===== src/rtl/tpu_pkg.sv =====
// Shared TPU datapath definitions: PE dataflow modes, default fixed-point format
// and saturation limits for a signed two's-complement width.
package tpu_pkg;

    typedef enum logic {
        PE_WS = 1'b0,
        PE_OS = 1'b1
    } pe_mode_e;

    localparam int DEFAULT_DATA_WIDTH = 16;
    localparam int DEFAULT_FRAC_BITS  = 8;

    function automatic longint sat_max(input int width);
        return (longint'(1) <<< (width - 1)) - 1;
    endfunction

    function automatic longint sat_min(input int width);
        return -(longint'(1) <<< (width - 1));
    endfunction

endpackage


===== src/rtl/systolic_pe_v2_if.sv =====
// Neighbour-facing signal bundle of one systolic PE: west/north inputs, east/south outputs.
// master drives the PE inputs (array controller or neighbour); slave is the PE itself.
interface systolic_pe_v2_if #(
    parameter int DATA_WIDTH = tpu_pkg::DEFAULT_DATA_WIDTH
);
    logic                  pe_enable;
    logic                  pe_stall;
    logic                  pe_mode;
    logic [DATA_WIDTH-1:0] pe_input_in;
    logic                  pe_valid_in;
    logic [DATA_WIDTH-1:0] pe_weight_in;
    logic                  pe_accept_w_in;
    logic                  pe_switch_in;
    logic [DATA_WIDTH-1:0] pe_psum_in;
    logic [DATA_WIDTH-1:0] pe_input_out;
    logic                  pe_valid_out;
    logic [DATA_WIDTH-1:0] pe_weight_out;
    logic                  pe_accept_w_out;
    logic                  pe_switch_out;
    logic [DATA_WIDTH-1:0] pe_psum_out;
    logic                  pe_sat_out;

    modport master (
        output pe_enable, pe_stall, pe_mode,
        output pe_input_in, pe_valid_in, pe_weight_in, pe_accept_w_in, pe_switch_in, pe_psum_in,
        input  pe_input_out, pe_valid_out, pe_weight_out, pe_accept_w_out, pe_switch_out,
        input  pe_psum_out, pe_sat_out
    );

    modport slave (
        input  pe_enable, pe_stall, pe_mode,
        input  pe_input_in, pe_valid_in, pe_weight_in, pe_accept_w_in, pe_switch_in, pe_psum_in,
        output pe_input_out, pe_valid_out, pe_weight_out, pe_accept_w_out, pe_switch_out,
        output pe_psum_out, pe_sat_out
    );

endinterface


===== src/rtl/fxp_mac_sat.sv =====
// Combinational fixed-point MAC: round-to-nearest multiply (optionally gated to zero)
// followed by a saturating add, with separate clamp flags for each stage.
module fxp_mac_sat
    import tpu_pkg::*;
#(
    parameter int DATA_WIDTH = DEFAULT_DATA_WIDTH,
    parameter int FRAC_BITS  = DEFAULT_FRAC_BITS
) (
    input  logic signed [DATA_WIDTH-1:0] mul_a,
    input  logic signed [DATA_WIDTH-1:0] mul_b,
    input  logic                         mul_en,
    input  logic signed [DATA_WIDTH-1:0] add_x,
    output logic signed [DATA_WIDTH-1:0] prod,
    output logic signed [DATA_WIDTH-1:0] sum,
    output logic                         prod_sat,
    output logic                         add_sat
);

    localparam int PW = 2 * DATA_WIDTH;

    localparam logic signed [PW-1:0]         MAX_P = PW'(sat_max(DATA_WIDTH));
    localparam logic signed [PW-1:0]         MIN_P = PW'(sat_min(DATA_WIDTH));
    localparam logic signed [PW-1:0]         ROUND = PW'(longint'(1) <<< (FRAC_BITS - 1));
    localparam logic signed [DATA_WIDTH-1:0] MAX_D = DATA_WIDTH'(sat_max(DATA_WIDTH));
    localparam logic signed [DATA_WIDTH-1:0] MIN_D = DATA_WIDTH'(sat_min(DATA_WIDTH));

    logic signed [PW-1:0]   full_prod;
    logic signed [PW-1:0]   rounded;
    logic [DATA_WIDTH:0]    wide_sum;

    // The full product plus the half-LSB cannot overflow PW bits, so rounding is exact.
    always_comb begin
        full_prod = PW'(mul_a) * PW'(mul_b);
        rounded   = (full_prod + ROUND) >>> FRAC_BITS;
        prod      = '0;
        prod_sat  = 1'b0;
        if (mul_en) begin
            if (rounded > MAX_P) begin
                prod     = MAX_D;
                prod_sat = 1'b1;
            end else if (rounded < MIN_P) begin
                prod     = MIN_D;
                prod_sat = 1'b1;
            end else begin
                prod = rounded[DATA_WIDTH-1:0];
            end
        end
    end

    // One guard bit: overflow shows as disagreement between the two top bits.
    always_comb begin
        wide_sum = {add_x[DATA_WIDTH-1], add_x} + {prod[DATA_WIDTH-1], prod};
        add_sat  = wide_sum[DATA_WIDTH] ^ wide_sum[DATA_WIDTH-1];
        if (add_sat) begin
            sum = wide_sum[DATA_WIDTH] ? MIN_D : MAX_D;
        end else begin
            sum = wide_sum[DATA_WIDTH-1:0];
        end
    end

endmodule


===== src/rtl/systolic_pe_v2.sv =====
// Systolic-array PE with runtime WS/OS dataflow, double-buffered weights, stall and
// synchronous enable-clear; one shared saturating MAC serves both dataflows.
module systolic_pe_v2
    import tpu_pkg::*;
#(
    parameter int DATA_WIDTH = DEFAULT_DATA_WIDTH,
    parameter int FRAC_BITS  = DEFAULT_FRAC_BITS
) (
    input  logic             clk,
    input  logic             rst,
    systolic_pe_v2_if.slave  bus
);

    typedef struct packed {
        logic [DATA_WIDTH-1:0] input_out;
        logic [DATA_WIDTH-1:0] weight_out;
        logic [DATA_WIDTH-1:0] psum_out;
        logic [DATA_WIDTH-1:0] w_active;
        logic [DATA_WIDTH-1:0] w_shadow;
        logic [DATA_WIDTH-1:0] acc;
        logic                  valid_out;
        logic                  accept_w_out;
        logic                  switch_out;
        logic                  sat;
    } pe_state_t;

    pe_state_t state_reg;
    pe_state_t state_next;

    pe_mode_e              mode;
    logic [DATA_WIDTH-1:0] mac_b;
    logic [DATA_WIDTH-1:0] mac_x;
    logic                  mac_en;
    logic [DATA_WIDTH-1:0] mac_prod;
    logic [DATA_WIDTH-1:0] mac_sum;
    logic                  mac_prod_sat;
    logic                  mac_add_sat;

    assign mode = pe_mode_e'(bus.pe_mode);

    // Operand mux: WS multiplies by the active weight and adds the incoming psum;
    // OS multiplies by the streaming weight and adds the local accumulator.
    always_comb begin
        mac_b  = state_reg.w_active;
        mac_x  = bus.pe_psum_in;
        mac_en = bus.pe_valid_in;
        if (mode == PE_OS) begin
            mac_b  = bus.pe_weight_in;
            mac_x  = state_reg.acc;
            mac_en = bus.pe_valid_in && bus.pe_accept_w_in;
        end
    end

    fxp_mac_sat #(
        .DATA_WIDTH (DATA_WIDTH),
        .FRAC_BITS  (FRAC_BITS)
    ) u_mac (
        .mul_a    (bus.pe_input_in),
        .mul_b    (mac_b),
        .mul_en   (mac_en),
        .add_x    (mac_x),
        .prod     (mac_prod),
        .sum      (mac_sum),
        .prod_sat (mac_prod_sat),
        .add_sat  (mac_add_sat)
    );

    always_comb begin
        state_next              = state_reg;
        state_next.input_out    = bus.pe_valid_in ? bus.pe_input_in : '0;
        state_next.valid_out    = bus.pe_valid_in;
        state_next.accept_w_out = bus.pe_accept_w_in;
        state_next.switch_out   = bus.pe_switch_in;
        state_next.weight_out   = '0;
        state_next.psum_out     = bus.pe_psum_in;
        state_next.acc          = '0;
        state_next.sat          = 1'b0;

        if (mode == PE_OS) begin
            state_next.weight_out = bus.pe_weight_in;
            if (bus.pe_switch_in) begin
                // Drain: the accumulator leaves and this cycle's product starts the next one.
                state_next.psum_out = state_reg.acc;
                state_next.acc      = mac_prod;
                state_next.sat      = mac_prod_sat;
            end else begin
                state_next.acc = mac_sum;
                state_next.sat = mac_prod_sat | mac_add_sat;
            end
        end else begin
            if (bus.pe_accept_w_in) begin
                state_next.w_shadow   = bus.pe_weight_in;
                state_next.weight_out = bus.pe_weight_in;
            end
            // Reads the registered shadow, so a same-cycle load lands behind the swap.
            if (bus.pe_switch_in) begin
                state_next.w_active = state_reg.w_shadow;
            end
            if (bus.pe_valid_in) begin
                state_next.psum_out = mac_sum;
                state_next.sat      = mac_prod_sat | mac_add_sat;
            end
        end
    end

    always_ff @(posedge clk or posedge rst) begin
        if (rst) begin
            state_reg <= '0;
        end else if (!bus.pe_enable) begin
            state_reg <= '0;
        end else if (!bus.pe_stall) begin
            state_reg <= state_next;
        end
    end

    assign bus.pe_input_out    = state_reg.input_out;
    assign bus.pe_valid_out    = state_reg.valid_out;
    assign bus.pe_weight_out   = state_reg.weight_out;
    assign bus.pe_accept_w_out = state_reg.accept_w_out;
    assign bus.pe_switch_out   = state_reg.switch_out;
    assign bus.pe_psum_out     = state_reg.psum_out;
    assign bus.pe_sat_out      = state_reg.sat;

endmodule


===== src/flat_wrapper.sv =====
// flat-port wrapper written by rule: the top's interface ports become plain ports
module systolic_pe_v2_flat import tpu_pkg::*;
#(
    parameter int DATA_WIDTH = DEFAULT_DATA_WIDTH,
    parameter int FRAC_BITS  = DEFAULT_FRAC_BITS
)
  (clk, rst, bus_pe_enable, bus_pe_stall, bus_pe_mode, bus_pe_input_in, bus_pe_valid_in, bus_pe_weight_in, bus_pe_accept_w_in, bus_pe_switch_in, bus_pe_psum_in, bus_pe_input_out, bus_pe_valid_out, bus_pe_weight_out, bus_pe_accept_w_out, bus_pe_switch_out, bus_pe_psum_out, bus_pe_sat_out);
  systolic_pe_v2_if #(.DATA_WIDTH(DATA_WIDTH)) bus_i ();
  input  logic clk;
  input  logic rst;
  input wire logic [$bits(bus_i.pe_enable)-1:0] bus_pe_enable;
  input wire logic [$bits(bus_i.pe_stall)-1:0] bus_pe_stall;
  input wire logic [$bits(bus_i.pe_mode)-1:0] bus_pe_mode;
  input wire logic [$bits(bus_i.pe_input_in)-1:0] bus_pe_input_in;
  input wire logic [$bits(bus_i.pe_valid_in)-1:0] bus_pe_valid_in;
  input wire logic [$bits(bus_i.pe_weight_in)-1:0] bus_pe_weight_in;
  input wire logic [$bits(bus_i.pe_accept_w_in)-1:0] bus_pe_accept_w_in;
  input wire logic [$bits(bus_i.pe_switch_in)-1:0] bus_pe_switch_in;
  input wire logic [$bits(bus_i.pe_psum_in)-1:0] bus_pe_psum_in;
  output wire logic [$bits(bus_i.pe_input_out)-1:0] bus_pe_input_out;
  output wire logic [$bits(bus_i.pe_valid_out)-1:0] bus_pe_valid_out;
  output wire logic [$bits(bus_i.pe_weight_out)-1:0] bus_pe_weight_out;
  output wire logic [$bits(bus_i.pe_accept_w_out)-1:0] bus_pe_accept_w_out;
  output wire logic [$bits(bus_i.pe_switch_out)-1:0] bus_pe_switch_out;
  output wire logic [$bits(bus_i.pe_psum_out)-1:0] bus_pe_psum_out;
  output wire logic [$bits(bus_i.pe_sat_out)-1:0] bus_pe_sat_out;
  assign bus_i.pe_enable = bus_pe_enable;
  assign bus_i.pe_stall = bus_pe_stall;
  assign bus_i.pe_mode = bus_pe_mode;
  assign bus_i.pe_input_in = bus_pe_input_in;
  assign bus_i.pe_valid_in = bus_pe_valid_in;
  assign bus_i.pe_weight_in = bus_pe_weight_in;
  assign bus_i.pe_accept_w_in = bus_pe_accept_w_in;
  assign bus_i.pe_switch_in = bus_pe_switch_in;
  assign bus_i.pe_psum_in = bus_pe_psum_in;
  assign bus_pe_input_out = bus_i.pe_input_out;
  assign bus_pe_valid_out = bus_i.pe_valid_out;
  assign bus_pe_weight_out = bus_i.pe_weight_out;
  assign bus_pe_accept_w_out = bus_i.pe_accept_w_out;
  assign bus_pe_switch_out = bus_i.pe_switch_out;
  assign bus_pe_psum_out = bus_i.pe_psum_out;
  assign bus_pe_sat_out = bus_i.pe_sat_out;
  systolic_pe_v2 #(.DATA_WIDTH(DATA_WIDTH), .FRAC_BITS(FRAC_BITS)) u_core (.clk(clk), .rst(rst), .bus(bus_i));
endmodule

===== config.mk =====
export PLATFORM = sky130hd
export DESIGN_NAME = systolic_pe_v2_flat
export DESIGN_NICKNAME = d
export VERILOG_FILES = /design/src/rtl/tpu_pkg.sv /design/src/rtl/systolic_pe_v2_if.sv /design/src/rtl/fxp_mac_sat.sv /design/src/rtl/systolic_pe_v2.sv /design/src/flat_wrapper.sv
export SDC_FILE = /design/constraint.sdc
export NUM_CORES = 1
export LEC_CHECK = 0
export ABC_AREA = 1
export CAP_MARGIN = 20
export CORE_MARGIN = 3
export CORE_UTILIZATION = 36
export CTS_BUF_LIST = sky130_fd_sc_hd__clkbuf_4
export DETAILED_ROUTE_END_ITERATION = 6
export RECOVER_POWER = 25
export SLEW_MARGIN = 20
export SYNTH_ARGS = -nofsm -noshare
export SYNTH_HDL_FRONTEND = slang
export SYNTH_HIERARCHICAL = 1
export SYNTH_SLANG_ARGS = --single-unit

===== constraint.sdc =====
create_clock -name clk -period 9.14 [get_ports clk]
set_input_delay 2.285 -clock clk [delete_from_list [all_inputs] [get_ports clk]]
set_output_delay 2.285 -clock clk [all_outputs]
set_load 0.02 [all_outputs]

==> flow_summary.json <==
{
  "final_nets": 3032,
  "root_buffer": "clkbuf_4",
  "timing.hold.ws_ns": 0.493,
  "cp_max_fo": 8,
  "clkLatencyLatePin_ns": 0.51,
  "vias_per_cell": 4.83,
  "htree_levels": 3,
  "gp_congestion": 0.912,
  "dpl-instance-area_sq_mm": 0.0206,
  "relSlewSlack_pct": -104,
  "clock_sinks": 100,
  "timing.final.max_slew_violations": 103,
  "largest_reg_flops": 48,
  "worstPathRequired_ns": 9.55,
  "slowest_stage": "fa_2",
  "drt-total-wl_um": 52100,
  "start_kind": "input pin",
  "clock_skew_ns": 0.0354,
  "stdcell_area_sq_mm": 0.0229,
  "hold_viol": 0,
  "grt_pass1_vias": 16500,
  "status": "finished with violations",
  "setup-tns-final_ns": -26.23,
  "final_util_pct": 49.0,
  "drt_first_iter_violations": 1281,
  "syn_avg_cell_area_sq_um": 7.37,
  "area.growth.synth_to_final_pct": 33.8,
  "rsz0062_at_grt": "true",
  "worstHoldPathType": "reg -> reg",
  "num_rows": 79,
  "yosys_warnings": 6,
  "syn_area_sq_mm": 0.0171,
  "drive_gt1_share_pct": 26.2,
  "cp_data_arrival_time_ns": 10.42,
  "cts_tree": "done",
  "pin_count": 108,
  "setup_slack_ns": -0.862,
  "slowest_delay_ns": 0.58,
  "die_h_um": 224,
  "drt-wirelength-per-cell_um": 16.1,
  "clockBufferDepth": 2,
  "dp_hpwl_um": 40600,
  "antenna_found_initial": 1,
  "die-width_um": 224,
  "firstDrtPassIters": 5,
  "fp.coreArea_sq_mm": 0.0468,
  "end_kind": "register",
  "cts.clk_slew.worst_paths_ns": 0.16,
  "cts_buffers": 9,
  "remaining_drc_errors": 0,
  "grt_usage_pct": 21.2,
  "holdBufCountCts": 0,
  "min_period_over_period_pct": 109,
  "tightestPinTransition_ns": 3.05,
  "ys_types": 49,
  "antenna_left": 0,
  "num_vias": 15600,
  "setup_violations": 33,
  "fp.dieArea_sq_mm": 0.0502,
  "yosys_register_bits": 100,
  "path_class": "in -> reg",
  "grt_max_degree": 68,
  "synth_nets": 2737,
  "finalCriticalPeriod_ns": 10.00,
  "yosysSeqAreaShare_pct": 14.6,
  "crit_path_frequent_cell": "fa_1",
  "syn_inst": 2325,
  "start_util_pct": 36.6,
  "yosys.area.top_type": "fa_1",
  "violations": "max-capacitance violations, max-slew violations, negative setup slack",
  "maxCapViolCount": 2,
  "max_freq_ghz": 0.100,
  "synth_top_area_share_pct": 30.7,
  "grt_pass1_wl_um": 86400,
  "portBuffers": 107,
  "grt-ovfl-total": 0,
  "synth_area_leaders": "fa_1 (31%), nand2_1 (16%), dfrtp_1 (15%)"
}
-- path summary, 6_finish.rpt --
path	endpoint	depth (start not counted)	start	slack [ns]
max reg2reg	u_core/bus.pe_psum_out[11]	45	u_core/state_reg[51]	0.82
min	u_core/bus.pe_switch_out	2	u_core/bus.pe_switch_out	0.49
min reg2reg	u_core/bus.pe_switch_out	2	u_core/bus.pe_switch_out	0.49
max	u_core/bus.pe_psum_out[11]	44	bus_pe_mode	-0.86
max in group asynchronous	u_core/state_reg[46]	3	rst	2.79
min in group asynchronous	u_core/bus.pe_psum_out[8]	2	rst	2.74
-- synth_stat cells (all sizes together) --
master	count
a21boi	1
a21o	2
a21oi	58
a31oi	3
and2	2
and3	3
buf	92
clkbuf	65
clkinv	1
dfrtp	100
fa	263
ha	93
inv	525
nand2	759
nand3	138
nand3b	1
nand4	21
nor2	55
nor3	7
nor4	3
o2111ai	1
o211ai	1
o21ai	78
o21bai	5
o31ai	2
or2	5
xnor2	17
xor2	24
-- per-stage QoR --
step           worst slack (ns)  instances
6_report                 -0.862       3234
5_1_grt                   -1.17       3233
4_1_cts                  -0.644       3216
3_5_place_dp              -2.13       3132
3_3_place_gp              -2.03       3132
2_1_floorplan            -0.981       2325
-- critical path: cells and delay by family --
| family | cells | cell delay (ns) |
|---|---|---|
| adders and majority gates | 8 | 3.75 |
| AOI/OAI and AO/OA | 5 | 0.65 |
| xor gates and xnor gates | 1 | 0.16 |
| and+or+nand+nor | 20 | 2.27 |
| buffers and inverters | 10 | 1.24 |
-- kinds of logic after synthesis --
| family | share of synthesized area (%) |
|---|---|
| and+or+nand+nor | 24.2 |
| buffers and inverters | 16.6 |
| adders and majority gates | 37.5 |
| AOI/OAI and AO/OA | 4.90 |
| DFF | 14.6 |
| xor gates and xnor gates | 2.14 |
-- per-layer routing --
metal / vias to the layer above / routed length (um) / track usage [%] / part of all wire (%)
met4: 0 / 1420 / 5.76 / 2.7
met3: 81 / 2830 / 2.54 / 5.4
met2: 464 / 25800 / 37.2 / 50
met5: - / 0 / 0 / 0
li1: 7388 / - / - / -
met1: 7686 / 22000 / 27.9 / 42
-- placed cells by master, fill, tap and decap left out, drive strengths merged, types with 2 or more instances in the layout --
| master | n |
|---|---|
| a21o | 2 |
| a21oi | 58 |
| a31oi | 3 |
| and2 | 2 |
| and3 | 3 |
| buf | 330 |
| clkbuf | 12 |
| clkdlybuf4s50 | 85 |
| clkinv | 3 |
| clkinvlp | 3 |
| dfrtp | 100 |
| diode | 2 |
| dlygate4sd2 | 18 |
| fa | 263 |
| ha | 93 |
| inv | 526 |
| nand2 | 762 |
| nand3 | 138 |
| nand4 | 21 |
| nor2 | 55 |
| nor3 | 7 |
| nor4 | 3 |
| o21ai | 78 |
| o21bai | 5 |
| o31ai | 2 |
| or2 | 5 |
| xnor2 | 17 |
| xor2 | 24 |
-- cell type report --
cell class / instances / area (sq um)
multi-input combinational: 1545 / 13400
timing repair inverter: 1 / 11.3
clock inverter: 5 / 36.3
timing repair buffer: 437 / 4130
fill: 4430 / 23800
tap: 607 / 759
sequential: 100 / 2500
clock buffer: 11 / 82.6
antenna: 2 / 5.00
inverter: 526 / 2000
-- what timing repair did --
action,in CTS,in global routing
gates resized for setup,281,114
gates cloned,8,0
hold endpoints to repair,0,0
setup endpoints to repair,33,33
pin swaps,145,132
buffers inserted,60,16
Power is not shown: default switching activity piles up to over one toggle a cycle in this logic, so the estimate is an artifact.
